[src/rtl/kuuga_dm_cache_pkg.sv]
// Shared types and sizing helpers for the direct-mapped data cache controller.
//   state_e      : controller FSM states
//   DEF_ADDR_W   : default byte-address width
//   DEF_LINES    : default number of one-word lines
//   index_w/tag_w: address field widths derived from ADDR_W and LINES
//   sat_inc      : saturating 32-bit increment for the statistics counters
package kuuga_dm_cache_pkg;

  localparam int unsigned DEF_ADDR_W = 16;
  localparam int unsigned DEF_LINES  = 16;

  typedef enum logic [2:0] {
    ST_IDLE,
    ST_HIT_RESP,
    ST_MISS_REQ,
    ST_MISS_WAIT,
    ST_WRITE
  } state_e;

  function automatic int unsigned index_w(int unsigned lines);
    return 32'($clog2(lines));
  endfunction

  // Two low bits are the byte offset inside the 32-bit line.
  function automatic int unsigned tag_w(int unsigned addr_w, int unsigned lines);
    return addr_w - 32'd2 - index_w(lines);
  endfunction

  function automatic logic [31:0] sat_inc(logic [31:0] v);
    return (v == 32'hFFFF_FFFF) ? v : v + 32'd1;
  endfunction

endpackage

[src/rtl/kuuga_dm_cache_array.sv]
// Valid/tag/data storage for the direct-mapped cache.
//   clk, rst   : clock, asynchronous active-high reset (valid bits only)
//   inval_i    : flash-clear every valid bit
//   we_i       : write line wr_idx_i: set valid, store tag, update enabled bytes
//   rd_idx_i   : combinational read index -> rd_valid_o/rd_tag_o/rd_data_o
module kuuga_dm_cache_array
  import kuuga_dm_cache_pkg::*;
#(
  parameter int unsigned ADDR_W = DEF_ADDR_W,
  parameter int unsigned LINES  = DEF_LINES
) (
  input  logic                                clk,
  input  logic                                rst,
  input  logic                                inval_i,
  input  logic                                we_i,
  input  logic [index_w(LINES)-1:0]           wr_idx_i,
  input  logic [tag_w(ADDR_W, LINES)-1:0]     wr_tag_i,
  input  logic [3:0]                          be_i,
  input  logic [31:0]                         wr_data_i,
  input  logic [index_w(LINES)-1:0]           rd_idx_i,
  output logic                                rd_valid_o,
  output logic [tag_w(ADDR_W, LINES)-1:0]     rd_tag_o,
  output logic [31:0]                         rd_data_o
);

  localparam int unsigned TAG_W = tag_w(ADDR_W, LINES);

  logic [LINES-1:0] valid_q;
  logic [TAG_W-1:0] tag_q  [LINES];
  logic [31:0]      data_q [LINES];

  // Valid bits: flash invalidate has priority over a line write.
  always_ff @(posedge clk or posedge rst) begin
    if (rst) begin
      valid_q <= '0;
    end else if (inval_i) begin
      valid_q <= '0;
    end else if (we_i) begin
      valid_q[wr_idx_i] <= 1'b1;
    end
  end

  // Tag and data need no reset; they are qualified by valid_q.
  always_ff @(posedge clk) begin
    if (we_i) begin
      tag_q[wr_idx_i] <= wr_tag_i;
      for (int b = 0; b < 4; b++) begin
        if (be_i[b]) begin
          data_q[wr_idx_i][8*b +: 8] <= wr_data_i[8*b +: 8];
        end
      end
    end
  end

  assign rd_valid_o = valid_q[rd_idx_i];
  assign rd_tag_o   = tag_q[rd_idx_i];
  assign rd_data_o  = data_q[rd_idx_i];

endmodule

[src/rtl/kuuga_dm_cache_ctrl.sv]
// Direct-mapped, write-through, no-write-allocate data cache in front of a
// single-port BRAM with 1-cycle read latency.
//   clk, reset          : clock, asynchronous active-high reset
//   flush               : invalidate all lines (honoured only while idle)
//   data_*              : core request/grant and response interface
//   data_bram_*_a       : BRAM port A (byte address, word aligned)
//   hit_count/miss_count: saturating read statistics
module kuuga_dm_cache_ctrl
  import kuuga_dm_cache_pkg::*;
#(
  parameter int unsigned ADDR_W = DEF_ADDR_W,
  parameter int unsigned LINES  = DEF_LINES
) (
  input  logic              clk,
  input  logic              reset,
  input  logic              flush,
  input  logic              data_req,
  output logic              data_gnt,
  input  logic [ADDR_W-1:0] data_addr,
  input  logic              data_we,
  input  logic [3:0]        data_be,
  input  logic [31:0]       data_wdata,
  output logic              data_rvalid,
  output logic [31:0]       data_rdata,
  output logic              data_bram_clk_a,
  output logic              data_bram_rst_a,
  output logic              data_bram_en_a,
  output logic [3:0]        data_bram_we_a,
  output logic [ADDR_W-1:0] data_bram_addr_a,
  output logic [31:0]       data_bram_wrdata_a,
  input  logic [31:0]       data_bram_rddata_a,
  output logic [31:0]       hit_count,
  output logic [31:0]       miss_count
);

  localparam int unsigned INDEX_W = index_w(LINES);
  localparam int unsigned TAG_W   = tag_w(ADDR_W, LINES);

  state_e              state_q, state_d;
  logic [INDEX_W-1:0]  fill_idx_q, fill_idx_d;
  logic [TAG_W-1:0]    fill_tag_q, fill_tag_d;
  logic                rvalid_q, rvalid_d;
  logic [31:0]         rdata_q, rdata_d;
  logic                en_q, en_d;
  logic [3:0]          we_q, we_d;
  logic [ADDR_W-1:0]   addr_q, addr_d;
  logic [31:0]         wrdata_q, wrdata_d;
  logic [31:0]         hit_q, hit_d;
  logic [31:0]         miss_q, miss_d;

  logic [INDEX_W-1:0]  req_idx;
  logic [TAG_W-1:0]    req_tag;
  logic [ADDR_W-1:0]   req_line_addr;
  logic                arr_inval, arr_we;
  logic [INDEX_W-1:0]  arr_idx;
  logic [TAG_W-1:0]    arr_tag;
  logic [3:0]          arr_be;
  logic [31:0]         arr_wdata;
  logic                rd_valid;
  logic [TAG_W-1:0]    rd_tag;
  logic [31:0]         rd_data;
  logic                lookup_hit;
  logic                unused_offset;

  assign req_idx       = data_addr[INDEX_W+1:2];
  assign req_tag       = data_addr[ADDR_W-1:INDEX_W+2];
  assign req_line_addr = {data_addr[ADDR_W-1:2], 2'b00};
  assign lookup_hit    = rd_valid && (rd_tag == req_tag);
  assign unused_offset = ^data_addr[1:0];

  kuuga_dm_cache_array #(
    .ADDR_W (ADDR_W),
    .LINES  (LINES)
  ) u_array (
    .clk        (clk),
    .rst        (reset),
    .inval_i    (arr_inval),
    .we_i       (arr_we),
    .wr_idx_i   (arr_idx),
    .wr_tag_i   (arr_tag),
    .be_i       (arr_be),
    .wr_data_i  (arr_wdata),
    .rd_idx_i   (req_idx),
    .rd_valid_o (rd_valid),
    .rd_tag_o   (rd_tag),
    .rd_data_o  (rd_data)
  );

  // State and registered outputs.
  always_ff @(posedge clk or posedge reset) begin
    if (reset) begin
      state_q    <= ST_IDLE;
      fill_idx_q <= '0;
      fill_tag_q <= '0;
      rvalid_q   <= 1'b0;
      rdata_q    <= '0;
      en_q       <= 1'b0;
      we_q       <= '0;
      addr_q     <= '0;
      wrdata_q   <= '0;
      hit_q      <= '0;
      miss_q     <= '0;
    end else begin
      state_q    <= state_d;
      fill_idx_q <= fill_idx_d;
      fill_tag_q <= fill_tag_d;
      rvalid_q   <= rvalid_d;
      rdata_q    <= rdata_d;
      en_q       <= en_d;
      we_q       <= we_d;
      addr_q     <= addr_d;
      wrdata_q   <= wrdata_d;
      hit_q      <= hit_d;
      miss_q     <= miss_d;
    end
  end

  // Next state, next registered outputs, array controls.
  always_comb begin
    state_d    = state_q;
    fill_idx_d = fill_idx_q;
    fill_tag_d = fill_tag_q;
    rvalid_d   = 1'b0;
    rdata_d    = rdata_q;
    en_d       = 1'b0;
    we_d       = 4'b0000;
    addr_d     = addr_q;
    wrdata_d   = wrdata_q;
    hit_d      = hit_q;
    miss_d     = miss_q;
    data_gnt   = 1'b0;
    arr_inval  = 1'b0;
    arr_we     = 1'b0;
    arr_idx    = req_idx;
    arr_tag    = req_tag;
    arr_be     = 4'b0000;
    arr_wdata  = data_wdata;

    unique case (state_q)
      ST_IDLE: begin
        if (flush) begin
          arr_inval = 1'b1;
        end else if (data_req) begin
          data_gnt   = 1'b1;
          fill_idx_d = req_idx;
          fill_tag_d = req_tag;
          if (data_we) begin
            // Write-through; the line is only touched when already present.
            state_d  = ST_WRITE;
            en_d     = 1'b1;
            we_d     = data_be;
            addr_d   = req_line_addr;
            wrdata_d = data_wdata;
            rvalid_d = 1'b1;
            arr_we   = lookup_hit;
            arr_be   = data_be;
          end else if (lookup_hit) begin
            state_d  = ST_HIT_RESP;
            rvalid_d = 1'b1;
            rdata_d  = rd_data;
            hit_d    = sat_inc(hit_q);
          end else begin
            state_d  = ST_MISS_REQ;
            en_d     = 1'b1;
            addr_d   = req_line_addr;
            miss_d   = sat_inc(miss_q);
          end
        end
      end
      ST_HIT_RESP: state_d = ST_IDLE;
      ST_MISS_REQ: begin
        state_d  = ST_MISS_WAIT;
        rvalid_d = 1'b1;
      end
      ST_MISS_WAIT: begin
        // BRAM data is valid this cycle: refill the line and keep a copy.
        state_d   = ST_IDLE;
        rdata_d   = data_bram_rddata_a;
        arr_we    = 1'b1;
        arr_idx   = fill_idx_q;
        arr_tag   = fill_tag_q;
        arr_be    = 4'b1111;
        arr_wdata = data_bram_rddata_a;
      end
      ST_WRITE: state_d = ST_IDLE;
      default:  state_d = ST_IDLE;
    endcase
  end

  // Miss data is forwarded from the BRAM in the cycle it arrives.
  assign data_rdata         = (state_q == ST_MISS_WAIT) ? data_bram_rddata_a : rdata_q;
  assign data_rvalid        = rvalid_q;
  assign data_bram_clk_a    = clk;
  assign data_bram_rst_a    = 1'b0;
  assign data_bram_en_a     = en_q;
  assign data_bram_we_a     = we_q;
  assign data_bram_addr_a   = addr_q;
  assign data_bram_wrdata_a = wrdata_q;
  assign hit_count          = hit_q;
  assign miss_count         = miss_q;

endmodule

[config.mk]
export PLATFORM = sky130hd
export DESIGN_NAME = kuuga_dm_cache_ctrl
export DESIGN_NICKNAME = d
export VERILOG_FILES = /design/src/rtl/kuuga_dm_cache_pkg.sv /design/src/rtl/kuuga_dm_cache_array.sv /design/src/rtl/kuuga_dm_cache_ctrl.sv
export SDC_FILE = /design/constraint.sdc
export NUM_CORES = 1
export LEC_CHECK = 0
export CAP_MARGIN = 20
export CORE_AREA = 2 2 271 273
export DETAILED_ROUTE_END_ITERATION = 16
export DIE_AREA = 0 0 273 275
export DONT_BUFFER_PORTS = 1
export SYNTH_ARGS = -nofsm -noshare
export SYNTH_HDL_FRONTEND = slang
export SYNTH_HIERARCHICAL = 1
export SYNTH_SLANG_ARGS = --single-unit
[constraint.sdc]
create_clock -name clk -period 6.3 [get_ports clk]
set_input_delay 0.945 -clock clk [delete_from_list [all_inputs] [get_ports clk]]
set_output_delay 0.945 -clock clk [all_outputs]
set_load 0.02 [all_outputs]
==> results.toml <==
[power]
combinationalPowerShare_pct = 10.0
total_power_mw = 13.5
p_int_mw = 10.1
switching_share_pct = 25.5
power_density_mw_per_mm2 = 353
ir_drop_mv = 0.207
cellLeakagePower_nw = 13.9
seq_power_share_pct = 51.7
switchingPower_mw = 3.45
pwr-share-clk_pct = 38.2

[clock_network]
cts_hold_buf = 0
cts_tree = "yes"
root_buffer = "clkbuf_16"
post_cts_buffers = 0
clk-insertion-delay-late_ns = 0.64
clock-sinks = 853
cts-buffers-inserted = 86
clockBufferDepth = 3
cts.clk_slew.worst_paths_ns = 0.06
ctsResizeCount = 0
htreeDepth = 3

[routing]
postRouteAntennaNets = 0
drt_iter0_markers = 1806
drt_wl_total_mm = 80.3
dr.pass1.iters = 9
vias = 18529
viasPerCell = 5.89
drc = 0
wl_per_cell_um = 25.5

[global_route]
grt_max_degree = 176
track_usage_pct = 21.5
antenna_found_initial = 1
grt_pass1_vias = 18560
overflow = 0
grt_pass1_wl_mm = 120

[layout]
final_util_pct = 53.0
nNetsFinal = 2206
drive_above_1_share_pct = 18.9
syn_to_final_growth_pct = 11.5
fin_area_mm2 = 0.0383

[sta]
rsz0062_at_grt = "false"
setup_tns_ns = 0
max_slew_margin_pct = 31.0
finalHoldViolations = 0
setup_violations = 0
timing.fmax_mhz = 203
drv_slew = 0
period_minus_slack_ns = 4.93
fin_worst_skew_ns = 0.0266
max_slew.worst_pin.slew_ns = 1.03
post-route-period-util_pct = 78.2

[logic_synthesis]
synth_cells = 2087
ys_seq_area_share_pct = 71.9
ys.flop_type = "edfxtp_1"
yosysUniqueCellTypes = 49
synth_edf_count = 672
ys_warn_count = 6
ys_ff_latch = 853
synth-async-reset-ratio_pct = 21.2
syn_avg_cell_area_um2 = 16.5
syn_area_mm2 = 0.0344

[floorplan]
coreArea_mm2 = 0.0723
dieWidth_um = 273
num_rows = 99
initial_core_util_pct = 47.5
fp.dieArea_mm2 = 0.0751
io_pins = 242
die_h_um = 275

[job]
cap_violations = 0

[critical_path]
required_ns = 6.56
worst-path-max-fanout = 175
r2r_end = "u_array/data_q[2][13]"
arrival_ns = 5.19
r2r_setup_slack_ns = 1.69
critPathKind = "in2reg"
setup.worst_path.end_class = "flip-flop"
start_kind = "input port"
r2r-start = "u_array/tag_q[11][2]"
reg2reg_depth = 11

[placed_design]
gp_congestion = 0.822
hpwl_mm = 49.8
dpl_cell_area_mm2 = 0.0355
port_buffers = 0

[run_status]
status = "completed"

[hold_path]
worstHoldPathType = "in2async"
[cells in the final DEF, fill, tap and decap left out, types with 4 or more instances in the layout]
cell       synthesis  layout
nor4_1             7       7
bufinv_16          0       9
mux2_4             9       9
mux2_2             6       6
nand3b_1           4       4
nand4_1           26      26
xnor2_1           50      50
nor3_1            17      14
or2_2              5       4
dfrtp_1          181     181
nor2_1            35      20
and3_1            11      11
a22oi_1           86      86
clkbuf_8           0       6
nand3_1           29      29
buf_4              5      41
nor2_2             0      12
a21o_1            32      32
edfxtp_1         672     672
nor3_2             4       7
clkbuf_16          0      90
nand2_1          447     446
clkinv_2           0      10
and2_1            68      67
clkbuf_1          58      22
inv_1             16      14
mux4_2           172     172
o21ba_2           16      16
xor2_1            22      22
a21oi_1           36      36
clkinv_1           0      13
[registers in the layout (all words and copies together), names as in the netlist, 4 cells and up]
| name | flops |
|---|---|
| u_array/data_q | 512 |
| hit_count | 32 |
| rdata_q | 32 |
| u_array/valid_q | 16 |
| fill_idx_q | 4 |
| data_bram_we_a | 4 |
| miss_count | 32 |
| data_bram_wrdata_a | 32 |
| fill_tag_q | 10 |
| u_array/tag_q | 160 |
| data_bram_addr_a | 14 |
[critical path, cell delays in order]
cell     delay, ns
mux4_2        0.61
a22oi_1       0.23
nand2_1       0.20
xnor2_1       0.23
nand4_1       0.21
nor3_4        0.25
inv_1         0.13
o21ai_0       0.45
or3b_2        0.57
nor2_2        0.58
and2_1        0.54
[worst max path at each step]
stage / startpoint / to / slack, ns / depth (start not counted)
finish: data_addr[2] / u_array/data_q[2][13] / 1.37 / 11
floorplan: reset / data_bram_addr_a[10] / 0.89 / 1
detailed placement: data_addr[4] / u_array/data_q[1][14] / 1.05 / 12
CTS: data_addr[4] / u_array/data_q[2][14] / 1.70 / 12
global placement: data_addr[4] / u_array/data_q[2][27] / 1.15 / 12
global route: data_addr[2] / u_array/data_q[1][12] / 1.22 / 11
[power by group through the flow]
stage	sequential [mW]	clock, mW	combinational [mW]
6_report	7.00	5.16	1.36
3_3_place_gp	7.10	0	1.33
4_1_cts	7.00	5.26	1.38
5_1_grt	7.03	5.47	1.51
2_1_floorplan	7.03	0.0185	1.06
3_5_place_dp	7.11	0	1.38
[per-layer routing]
layer / track usage (%) / up-vias / share of wire [%]
met5: 0 / - / 0
met1: 29.9 / 9737 / 42
li1: - / 7976 / -
met4: 6.54 / 0 / 2.1
met2: 35.0 / 703 / 48
met3: 3.69 / 113 / 7.0
[cell usage after synthesis, types with 6 or more instances]
cell type | count | area share, %
xor2_1 | 22 | 0.56
nor2_1 | 35 | 0.38
dfrtp_1 | 181 | 13
a21oi_1 | 36 | 0.52
mux2_2 | 6 | 0.20
a21o_1 | 32 | 0.70
inv_1 | 16 | 0.17
buf_2 | 21 | 0.31
edfxtp_1 | 672 | 59
nand3_1 | 29 | 0.42
nor3_1 | 17 | 0.25
mux2_4 | 9 | 0.39
a22oi_1 | 86 | 1.9
mux4_2 | 172 | 11
buf_1 | 8 | 0.087
nor4_1 | 7 | 0.13
nand4_1 | 26 | 0.47
o21ba_2 | 16 | 0.47
and2_1 | 68 | 1.2
and3_1 | 11 | 0.20
clkbuf_1 | 58 | 0.63
nand2_1 | 447 | 4.9
buf_6 | 11 | 0.36
xnor2_1 | 50 | 1.3
[layout make-up]
type	instances	area [um2]
flip-flops and latches	853	24700
repair buffers	41	308
fillers	5804	34000
clock inverters	40	443
well taps	959	1200
clock buffers	118	2420
diodes	1	2.50
multi-input cells	1117	9200
inverters	16	67.6
[cell families after synthesis]
logic type      count (synthesis)  share of synthesized area (%)
flops                         853                           71.9
simple gates                  676                           8.97
mux                           187                           11.9
compound gates                177                           3.73
buf+inv                       119                           1.67
xor+xnor                       72                           1.83
fa+ha+maj                       2                         0.0728
other cells                     1                         0.0109
[through the flow]
step,std cells,hold WS (ns),setup slack (ns)
after floorplan,2089,0.446,0.893
after global placement,2986,0.459,1.15
after detailed placement,2986,0.462,1.05
after CTS,3144,0.262,1.70
after global routing,3144,0.304,1.22
final,3145,0.289,1.37
No activity file was read; power rests on OpenSTA's default activity.
